--- src/rtl/clk_ctrl.sv ---
// clk_ctrl: rate controller for the divided-clock datapath.
//
// A free-running divide counter feeds a tap selected by the active factor. The
// factor can be stepped up or down with pushbutton-style level inputs. Every
// rate change goes through a drain/hold sequence, so the divided output never
// produces a shortened high pulse.
//
// Optional feature macro: CLK_CTRL_SYNC_EN. When defined, up/dn/pause each
// pass through a 2-flop synchronizer before use. When undefined, the inputs
// must already be synchronous to clk_ctrl_fsys.
//
// Parameters:
//   SIZE        divide counter width (>= FACTOR_MAX)
//   FACTOR_MIN  lowest legal factor (>= 1)
//   FACTOR_MAX  highest legal factor (<= 31)
//   FACTOR_RST  factor loaded at reset
//
// Ports:
//   clk_ctrl_fsys    in   system clock, rising edge
//   clk_ctrl_rst     in   asynchronous active-low reset
//   clk_ctrl_up      in   rising edge requests factor+1 (slower)
//   clk_ctrl_dn      in   rising edge requests factor-1 (faster)
//   clk_ctrl_pause   in   high freezes the divide counter
//   clk_ctrl_factor  out  active factor
//   clk_ctrl_out     out  registered divided clock, period 2^factor
//   clk_ctrl_tick    out  one-cycle pulse on each clk_ctrl_out rising edge
//   clk_ctrl_busy    out  high while a factor change is in progress

module clk_ctrl #(
  parameter int unsigned SIZE       = 32,
  parameter int unsigned FACTOR_MIN = 1,
  parameter int unsigned FACTOR_MAX = 26,
  parameter int unsigned FACTOR_RST = 4
) (
  input  logic       clk_ctrl_fsys,
  input  logic       clk_ctrl_rst,
  input  logic       clk_ctrl_up,
  input  logic       clk_ctrl_dn,
  input  logic       clk_ctrl_pause,
  output logic [4:0] clk_ctrl_factor,
  output logic       clk_ctrl_out,
  output logic       clk_ctrl_tick,
  output logic       clk_ctrl_busy
);

  localparam logic [4:0] FMin = 5'(FACTOR_MIN);
  localparam logic [4:0] FMax = 5'(FACTOR_MAX);
  localparam logic [4:0] FRst = 5'(FACTOR_RST);
  localparam logic [SIZE-1:0] CntOne = {{(SIZE-1){1'b0}}, 1'b1};

  typedef enum logic [1:0] {
    StIdle,
    StDrain,
    StHold
  } state_e;

  // Conditioned inputs
  logic up_s, dn_s, pause_s;

`ifdef CLK_CTRL_SYNC_EN
  // Bit order: {pause, dn, up}
  logic [2:0] sync1_q, sync2_q;

  always_ff @(posedge clk_ctrl_fsys or negedge clk_ctrl_rst) begin
    if (!clk_ctrl_rst) begin
      sync1_q <= 3'b000;
      sync2_q <= 3'b000;
    end else begin
      sync1_q <= {clk_ctrl_pause, clk_ctrl_dn, clk_ctrl_up};
      sync2_q <= sync1_q;
    end
  end

  assign up_s    = sync2_q[0];
  assign dn_s    = sync2_q[1];
  assign pause_s = sync2_q[2];
`else
  assign up_s    = clk_ctrl_up;
  assign dn_s    = clk_ctrl_dn;
  assign pause_s = clk_ctrl_pause;
`endif

  // Edge detect
  logic up_prev_q, dn_prev_q;
  logic up_req, dn_req;

  always_ff @(posedge clk_ctrl_fsys or negedge clk_ctrl_rst) begin
    if (!clk_ctrl_rst) begin
      up_prev_q <= 1'b0;
      dn_prev_q <= 1'b0;
    end else begin
      up_prev_q <= up_s;
      dn_prev_q <= dn_s;
    end
  end

  assign up_req = up_s & ~up_prev_q;
  assign dn_req = dn_s & ~dn_prev_q;

  // Divide counter
  logic [SIZE-1:0] cnt_q;

  always_ff @(posedge clk_ctrl_fsys or negedge clk_ctrl_rst) begin
    if (!clk_ctrl_rst) begin
      cnt_q <= '0;
    end else if (!pause_s) begin
      cnt_q <= cnt_q + CntOne;
    end
  end

  // Tap select: bit (cur-1) of the counter
  logic [4:0]      cur_q, cur_d;
  logic [4:0]      pend_q, pend_d;
  logic [4:0]      tap_idx;
  logic [SIZE-1:0] cnt_shift;
  logic            tap;

  assign tap_idx   = cur_q - 5'd1;
  assign cnt_shift = cnt_q >> tap_idx;
  assign tap       = cnt_shift[0];

  // Rate-change FSM
  state_e state_q, state_d;
  logic   out_q, out_d;
  logic   tick_q, tick_d;
  logic   busy_q, busy_d;

  always_comb begin
    state_d = state_q;
    cur_d   = cur_q;
    pend_d  = pend_q;
    busy_d  = busy_q;
    out_d   = tap;
    unique case (state_q)
      StIdle: begin
        // Simultaneous up and down requests cancel; requests at a limit are ignored.
        if (up_req && !dn_req && (cur_q < FMax)) begin
          pend_d  = cur_q + 5'd1;
          busy_d  = 1'b1;
          state_d = StDrain;
        end else if (dn_req && !up_req && (cur_q > FMin)) begin
          pend_d  = cur_q - 5'd1;
          busy_d  = 1'b1;
          state_d = StDrain;
        end
      end
      StDrain: begin
        // Let the current high phase finish before switching taps.
        if (!tap) begin
          out_d   = 1'b0;
          cur_d   = pend_q;
          state_d = StHold;
        end
      end
      StHold: begin
        // Keep out low until the new tap is low, so the next high is a full one.
        out_d = 1'b0;
        if (!tap) begin
          busy_d  = 1'b0;
          state_d = StIdle;
        end
      end
      default: begin
        state_d = StIdle;
      end
    endcase
    tick_d = out_d & ~out_q;
  end

  always_ff @(posedge clk_ctrl_fsys or negedge clk_ctrl_rst) begin
    if (!clk_ctrl_rst) begin
      state_q <= StIdle;
      cur_q   <= FRst;
      pend_q  <= FRst;
      busy_q  <= 1'b0;
      out_q   <= 1'b0;
      tick_q  <= 1'b0;
    end else begin
      state_q <= state_d;
      cur_q   <= cur_d;
      pend_q  <= pend_d;
      busy_q  <= busy_d;
      out_q   <= out_d;
      tick_q  <= tick_d;
    end
  end

  assign clk_ctrl_factor = cur_q;
  assign clk_ctrl_out    = out_q;
  assign clk_ctrl_tick   = tick_q;
  assign clk_ctrl_busy   = busy_q;

endmodule

--- config.mk ---
export PLATFORM = sky130hd
export DESIGN_NAME = clk_ctrl
export DESIGN_NICKNAME = d
export VERILOG_FILES = /design/src/rtl/clk_ctrl.sv
export SDC_FILE = /design/constraint.sdc
export NUM_CORES = 1
export LEC_CHECK = 0
export CAP_MARGIN = 25
export CELL_PAD_IN_SITES_DETAIL_PLACEMENT = 0
export CELL_PAD_IN_SITES_GLOBAL_PLACEMENT = 1
export CORE_UTILIZATION = 48
export DETAILED_ROUTE_END_ITERATION = 8
export GPL_ROUTABILITY_DRIVEN = 0
export GPL_TIMING_DRIVEN = 0
export PLACE_DENSITY = 0.91
export SLEW_MARGIN = 40
export SYNTH_ARGS = -nofsm -noshare
export SYNTH_HDL_FRONTEND = slang
export SYNTH_SLANG_ARGS = --single-unit
--- constraint.sdc ---
create_clock -name clk_ctrl_fsys -period 3.3 [get_ports clk_ctrl_fsys]
set_input_delay 0.33 -clock clk_ctrl_fsys [delete_from_list [all_inputs] [get_ports clk_ctrl_fsys]]
set_output_delay 0.33 -clock clk_ctrl_fsys [all_outputs]
set_load 0.01 [all_outputs]
Yosys cells after proc, flatten, opt, wreduce, memory -nomap -nowiden
Index checks and enable logic that the tools add are counted.
- register bits: 49
- bits in latches: 0
- memory bits (writable): 0
- memory bits (read-only): 0
- input port bits: 5
- output and inout port bits: 8
- word-level logic and storage cells: 53
- memories kept: 0
- add/sub/neg operators: 3
- multipliers: 0
- div/mod/pow operators: 0
- order comparisons: 2
- equal/unequal tests: 5
- shift operators: 1
- mux-type cells: 13
- bitwise logic cells: 7
- reduce and logical (&&, ||, !) cells: 13
- operators with widths (kind ; count):
    $add 32x1->32 const B ; 1
    $shr 32x5->1 ; 1
    $mux 5 ; 2
    $mux 2 ; 4
    $pmux 2 s3 ; 1
    $reduce_and 3->1 ; 2
    $add 5x1->5 const B ; 1
    $gt 5x1->1 const B ; 1
    $lt 5x5->1 const B ; 1
    $sub 5x1->5 const B ; 1
    $logic_and 1x1->1 ; 4
    $mux 1 ; 4
    $ne 2x2->1 const B ; 2
    $not 1->1 ; 4
    $pmux 1 s2 ; 2
    $reduce_and 2->1 ; 2
    $reduce_bool 2->1 ; 2
    $and 1x1->1 ; 3
    $ne 3x3->1 const B ; 1
    $eq 2x1->1 const B ; 1
    $eq 2x2->1 const B ; 1
    $logic_not 1->1 ; 2
    $logic_not 2->1 ; 1

Longest topological paths before layout
Gate-level depths: netlist of the first run.
- depth after elaboration: 8
- gate-level depth with buffers: 11
- gate-level depth less buffers: 8

Worst setup path after synthesis of the first run
Ideal clock, no wire load.
- path kind: reg-to-reg
- start point: reg cur_q[0] (netlist: clk_ctrl_factor[0])
- end point: reg cur_q[1] (netlist: clk_ctrl_factor[1])
- setup time: 0.125 ns
- arrival time: 2.573 ns
- data required time: 3.175 ns
- path slack: 0.602 ns
- stages on the path, launching flop included: 11
- path buffers: 3
- clock period less this slack: 2.698 ns
- cells stage by stage: dfrtp_1 buf_2 inv_1 ha_1 buf_6 buf_6 mux2_2 o22ai_1 o22ai_1 nor4_4 mux2_2
- word-level cells in the longest chain between the ends: 4
- ends and longest elaborated chain (element ; RTL line ; source):
    start: declaration ; 112 ; logic [4:0] cur_q, cur_d;
    start signal: assignment ; 173 ; cur_q <= FRst;
    start signal: assignment ; 180 ; cur_q <= cur_d;
    $sub 5x1->5 ; 118 ; assign tap_idx = cur_q - 5'd1;
    $shr 32x5->1 ; 119 ; assign cnt_shift = cnt_q >> tap_idx;
    $not 1->1 (no source line) ; - ;
    $reduce_and 2->1 (no source line) ; - ;
No other way between the ends.
A chain may end at the register's enable or synchronous reset.

Worst setup path in the final report of the first run
- start point: reg cur_q[0] (netlist: clk_ctrl_factor[0])
- end point: reg cur_q[3] (netlist: clk_ctrl_factor[3])
The elaborated chain is that of the path after synthesis.

==> results of run 1 <==
[power breakdown]
group	leakage [uW]	internal [uW]	switching, uW
registers	0.000630	740	104
logic	0.000585	574	631
clock network	0.0000439	146	189
[final timing paths]
path                                     start  slack (ns)                  to
max                         clk_ctrl_factor[0]        0.26  clk_ctrl_factor[3]
max in group asynchronous         clk_ctrl_rst        2.40           pend_q[2]
min reg2reg                       clk_ctrl_out        0.44       clk_ctrl_tick
min in group clk_ctrl_fsys        clk_ctrl_out        0.44       clk_ctrl_tick
max reg2reg                 clk_ctrl_factor[0]        0.26  clk_ctrl_factor[3]
min                               clk_ctrl_rst        0.41  clk_ctrl_factor[3]
[cell usage in the layout (no fill, tap or decap), drive strengths merged, types with 7 or more instances in the layout]
master and instances:
nor2 13, mux2 17, clkbuf 7, buf 7, dfrtp 47, o21ai 10
clkdlybuf4s50 11, o22ai 7, nand3 10, nand2 23, xnor2 28, xor2 12
nand4 7
[flip-flops by register name, indices dropped and copies added (netlist names)]
register and cells:
pend_q 5, up_prev_q 1, clk_ctrl_busy 1, dn_prev_q 1, state_q 2, cnt_q 32
clk_ctrl_out 1, clk_ctrl_factor 5, clk_ctrl_tick 1
[area by class of cell]
cell class	instances	area, sq um	area share
clock buffer	5	68.8	0.0238
clock inverter	3	17.5	0.00606
tap	70	87.6	0.0303
inverter	6	22.5	0.00779
sequential	49	1230	0.425
timing repair buffer	14	148	0.0511
multi-input combinational	173	1270	0.438
buffer	7	51.3	0.0177
[stage by stage]
step | util | worst slack (ns) | total power, uW
after floorplan | - | 0.602 | 1760
after global placement | 0.540 | 0.278 | 2040
after detailed placement | 0.544 | 0.279 | 2060
after CTS | 0.562 | 0.248 | 2410
after global routing | 0.562 | 0.0663 | 2580
final | 0.562 | 0.256 | 2380
[what timing repair did]
action / CTS / global route
endpoints found under the setup margin: 0 / 0
setup buffers: 0 / 0
hold buffers: 1 / 0
hold endpoints to repair: 12 / 0
[per-layer routing]
metal / track usage / vias to the layer above / routed length [microns]
met5: 0 / - / 0
met4: 0.0412 / 0 / 25
met3: 0.0361 / 4 / 90
met2: 0.278 / 13 / 1960
met1: 0.251 / 824 / 2280
li1: - / 860 / -
[cells by family (layout without fill, tap and decap cells)]
group / count (synthesis) / after routing / synth area share
XOR/XNOR: 40 / 40 / 0.139
flip-flops: 49 / 49 / 0.478
buffers and inverters: 13 / 35 / 0.0287
adder cells (fa/ha/maj): 4 / 4 / 0.0195
AO/OA/AOI/OAI: 23 / 23 / 0.0546
multiplexers: 22 / 22 / 0.0940
AND/OR/NAND/NOR: 84 / 84 / 0.186
==> results.ini, run 1 <==
[critical_path]
cp.required_ns=3.49
cp_slowest_cell=nor4_4
cpLargestDelayFamily=multiplexers
cp.depth=10
crit_type=flip-flop to flip-flop
critPathBufInv=4
crit_chain=buf_2 -> inv_1 -> ha_1 -> buf_6 -> buf_6 -> mux2_2 -> o22ai_1 -> o22ai_1 -> nor4_4 -> mux2_2
start_kind=flip-flop
cp.arrival_ns=3.23
crit_fanout=10
max_stage_delay_ns=0.48
endpoint_kind=flip-flop
ff2ff_path_depth=10

[synth]
ys.flop_type=dfrtp_1
ys_ff_latch=49
synth_edf_count=0
netlist_top_cells_count=dfrtp_1 (47), xnor2_1 (27), nand2_1 (23), mux2_2 (17), nor2_1 (13)
netlist.area_leader.share=0.458
synth_area_sq_um=2570
synth_cell_types=37
yosysTopAreaCell=dfrtp_1
synth_area_leaders=dfrtp_1 (46%), xnor2_1 (9.2%), mux2_2 (7.5%)
synthArstFlopShare=1.00
yosysMostFrequentCell=dfrtp_1
synthCells=235
ys_warn_count=0
synth_fp_nets=244
avgSynthCellArea_sq_um=10.9
yosysSeqAreaShare=0.478

[sta]
slew_headroom=0.657
clock_skew_ns=0.00514
hold_ws_ns=0.405
setup-violations-final=0
rsz0062_at_grt=no
fin_setup_tns_ns=0
min_period_ns=3.04
period_share=0.923
slew_violations=0
timing_worst_slew_pin_value_ns=0.510
fmax_mhz=328
hold_viol=0

[cells_and_area]
final_nets=265
antenna_cells=0
final_layout_size_suffix_gt1_frac=0.163
area_delta_synth_final_pct=12.5
instances_no_fill=327
fillCellCount=488
design_area_sq_um=2890

[clock_tree]
clkTransAtPathRegs_ns=0.09
cts_buffers=5
cts-root-buf=clkbuf_8
cts_sinks=49
postCtsResizedCells=0
cts_tree=yes
clk_path_buf_depth=2
clkLatencyLatePin_ns=0.29
cts_max_level=2

[floorplanning]
die_h_microns=75.2
die_w_microns=75.2
start_util=0.500
die-area_sq_um=5650
coreArea_sq_um=5140
num_rows=26
io_pins=13

[outcome]
status=finished clean

[global_routing]
antenna_found_initial=0
grt_pass1_vias=1692
grt_pass1_wl_microns=7590
grt_util_all_layers=0.176
grt_start_max_net_pins=38
overflow=0

[detailed_routing]
vias=1701
routed_wl_microns=4350
drt_iter0_drc=30
viasPerCell=5.20
dr.pass1.iters=4
post_drt_wl_per_cell_microns=13.3
postRouteAntennaNets=0
drc_errors=0

[placement]
io_buffers=12
place_inst=318
dp_hpwl_microns=3250
placed_area_sq_um=2790

[flow_run]
cap_violations=0

[pwr]
ir_worst_vdd_v=0.000643
power.density_nw_per_um2=825
power.leakage_uw=0.00126

[hold_path]
hp-class=input pin to async pin

No activity file was read; power rests on OpenSTA's default activity.
==> run 2: changes to the inputs <==
Settings changed: HOLD_SLACK_MARGIN set to 0.02.
==> results of run 2 <==
No change in the layout: final DEF, timing and power equal those of run 1.
==> run 3: changes to the inputs <==
Settings changed: SLEW_MARGIN 40 to 20.
==> run 3 against run 2 <==
  * Sequential share of layout area down 0.35 points
  * Cell area is 0.82% higher
  * Die area unchanged
  * Utilization up 0.46 points
  * Global-route usage up 0.38 points
  * Critical path depth did not move
  * Register-to-register slack about the same
  * Routed wire length up 2.1%
  * Critical path type unchanged
==> results.ini, run 3 (same netlist as run 1, synthesis figures left out) <==
[critical_path]
cpLargestDelayFamily=multiplexers
endpoint_kind=flip-flop
crit_chain=buf_2 -> inv_1 -> ha_1 -> buf_6 -> buf_6 -> mux2_2 -> o22ai_1 -> o22ai_1 -> nor4_4 -> mux2_2
cp.arrival_ns=3.25  ; +0.02 ns
critPathBufInv=4  ; unchanged
max_stage_delay_ns=0.49  ; about the same
cp.required_ns=3.50  ; about the same
crit_type=flip-flop to flip-flop
cp_slowest_cell=nor4_4
start_kind=flip-flop
crit_fanout=10  ; unchanged

[flow_run]
cap_violations=0  ; unchanged

[cells_and_area]
post-route-util=0.567  ; +0.00463
final_nets=264  ; -0.38%
largest_reg_flops=32  ; unchanged
antenna_cells=0  ; unchanged
layout_common_cells=dfrtp_1 (47), xnor2_1 (27), nand2_1 (23)
regMostFlops=cnt_q
final_layout_size_suffix_gt1_frac=0.164  ; +0.000638
instances_no_fill=326  ; -0.31%
final_common_cell=dfrtp_1
area_delta_synth_final_pct=13.4

[outcome]
status=finished clean

[clock_tree]
clk_path_buf_depth=2  ; unchanged
cts_max_level=2  ; unchanged
cts_tree=yes
clkLatencyLatePin_ns=0.30  ; about the same
cts_sinks=49  ; unchanged
ctsHoldBuffers=0  ; -1
cts-root-buf=clkbuf_8
clkTransAtPathRegs_ns=0.09  ; about the same
cts_buffers=5  ; unchanged
postCtsResizedCells=0  ; unchanged
cts_setup_buffers=0  ; unchanged

[global_routing]
antenna_found_initial=0  ; unchanged
grt_start_max_net_pins=28  ; -26%
grt_pass1_vias=1667  ; -1.5%
grt_use_met2=0.274  ; -0.00400
grt-busiest-layer=met2
overflow=0  ; unchanged
grt_use_met1=0.260  ; +0.00894
grt_util_all_layers=0.180  ; +0.00380
grt_pass1_wl_microns=7700  ; +1.4%
met3_usage=0.0321  ; -0.00402

[floorplanning]
die-area_sq_um=5650  ; unchanged
io_pins=13  ; unchanged
start_util=0.500  ; unchanged
num_rows=26  ; unchanged
die_w_microns=75.2  ; unchanged
die_h_microns=75.2  ; unchanged
coreArea_sq_um=5140  ; unchanged

[placement]
place_inst=318  ; unchanged
io_buffers=12  ; unchanged
dp_hpwl_microns=3250  ; about the same
post-place-ws_ns=0.298  ; +0.0197 ns

[detailed_routing]
postRouteAntennaNets=0  ; unchanged
viasPerCell=5.19  ; -0.28%
post_drt_wl_per_cell_microns=13.6  ; +2.4%
dr.pass1.iters=4  ; unchanged
routed_wl_microns=4440  ; +2.1%
vias=1691  ; -0.59%
drc_errors=0  ; unchanged
drt_iter0_drc=78  ; +160%

[sta]
rsz0062_at_grt=no
finalWorstSetupSlack_ns=0.246  ; -0.00957 ns
hold_viol=0  ; unchanged
clock_skew_ns=0.0109  ; +0.00573 ns
timing_worst_slew_pin_value_ns=0.618  ; +0.108 ns
slew_headroom=0.588  ; -0.0695
fmax_mhz=327  ; -0.31%
min_period_ns=3.05  ; +0.00957 ns
slew_violations=0  ; unchanged
setup-violations-final=0  ; unchanged
period_share=0.925  ; +0.00290
fin_setup_tns_ns=0  ; unchanged

[pwr]
ir_worst_vdd_v=0.000566  ; -12%
p_int_uw=1540  ; +5.5%
netSwitchingFraction=0.380  ; -0.00783
power.density_nw_per_um2=852  ; +3.3%
power.leakage_uw=0.00127  ; +0.69%
pwr-share-seq=0.341  ; -0.013
clkPwrFrac=0.173  ; +0.032
p_sw_uw=943  ; +2.1%
power_frac_comb=0.485  ; -0.020

[hold_path]
hp-class=input pin to async pin

[run 3: worst reg2reg max path, delay by kind of cell (launching register included)]
family	cells	cell delay [ns]
mux	2	0.73
buf+inv	4	0.67
simple gates	1	0.49
flops	1	0.41
compound gates	2	0.33
fa+ha+maj	1	0.31
[run 3: final timing paths]
check,startpoint,endpoint,slack (ns),cells past startpoint
min in group clk_ctrl_fsys,clk_ctrl_out,clk_ctrl_tick,0.44,1
max reg2reg,clk_ctrl_factor[0],clk_ctrl_factor[1],0.25,10
max,clk_ctrl_factor[0],clk_ctrl_factor[1],0.25,10
min,clk_ctrl_rst,cnt_q[30],0.03,1
min reg2reg,clk_ctrl_out,clk_ctrl_tick,0.44,1
max in group asynchronous,clk_ctrl_rst,cnt_q[6],2.74,2
[run 3: power groups by stage]
stage / sequential [uW] / combinational (uW) / clock, uW
2_1_floorplan: 855 / 902 / 0
3_3_place_gp: 853 / 1190 / 0
3_5_place_dp: 858 / 1200 / 0
4_1_cts: 848 / 1210 / 443
5_1_grt: 866 / 1340 / 464
6_report: 848 / 1210 / 431
[run 3: layer usage]
layer  part of all wire  vias to the layer above  routed length, microns
met1               0.51                      801                    2250
met3              0.039                        5                     172
met2               0.44                       23                    1970
met5                  0                        -                       0
met4              0.011                        0                      51
li1                   -                      862                       -
[run 3: area by class of cell]
cell class,count,area [sq um]
Multi-Input combinational cell,173,1270
Sequential cell,49,1230
Buffer,7,51.3
Clock buffer,5,68.8
Timing Repair Buffer,13,143
Clock inverter,3,46.3
Inverter,6,22.5
Tap cell,70,87.6
Fill cell,474,2230
[run 3: through the flow]
step / total power [uW] / hold WS, ns / area [sq um]
3_3_place_gp: 2040 / 0.418 / 2780
6_report: 2480 / 0.0318 / 2910
3_5_place_dp: 2060 / 0.392 / 2800
4_1_cts: 2500 / 0.0594 / 2910
2_1_floorplan: 1760 / 0.0344 / 2570
5_1_grt: 2670 / 0.0835 / 2910
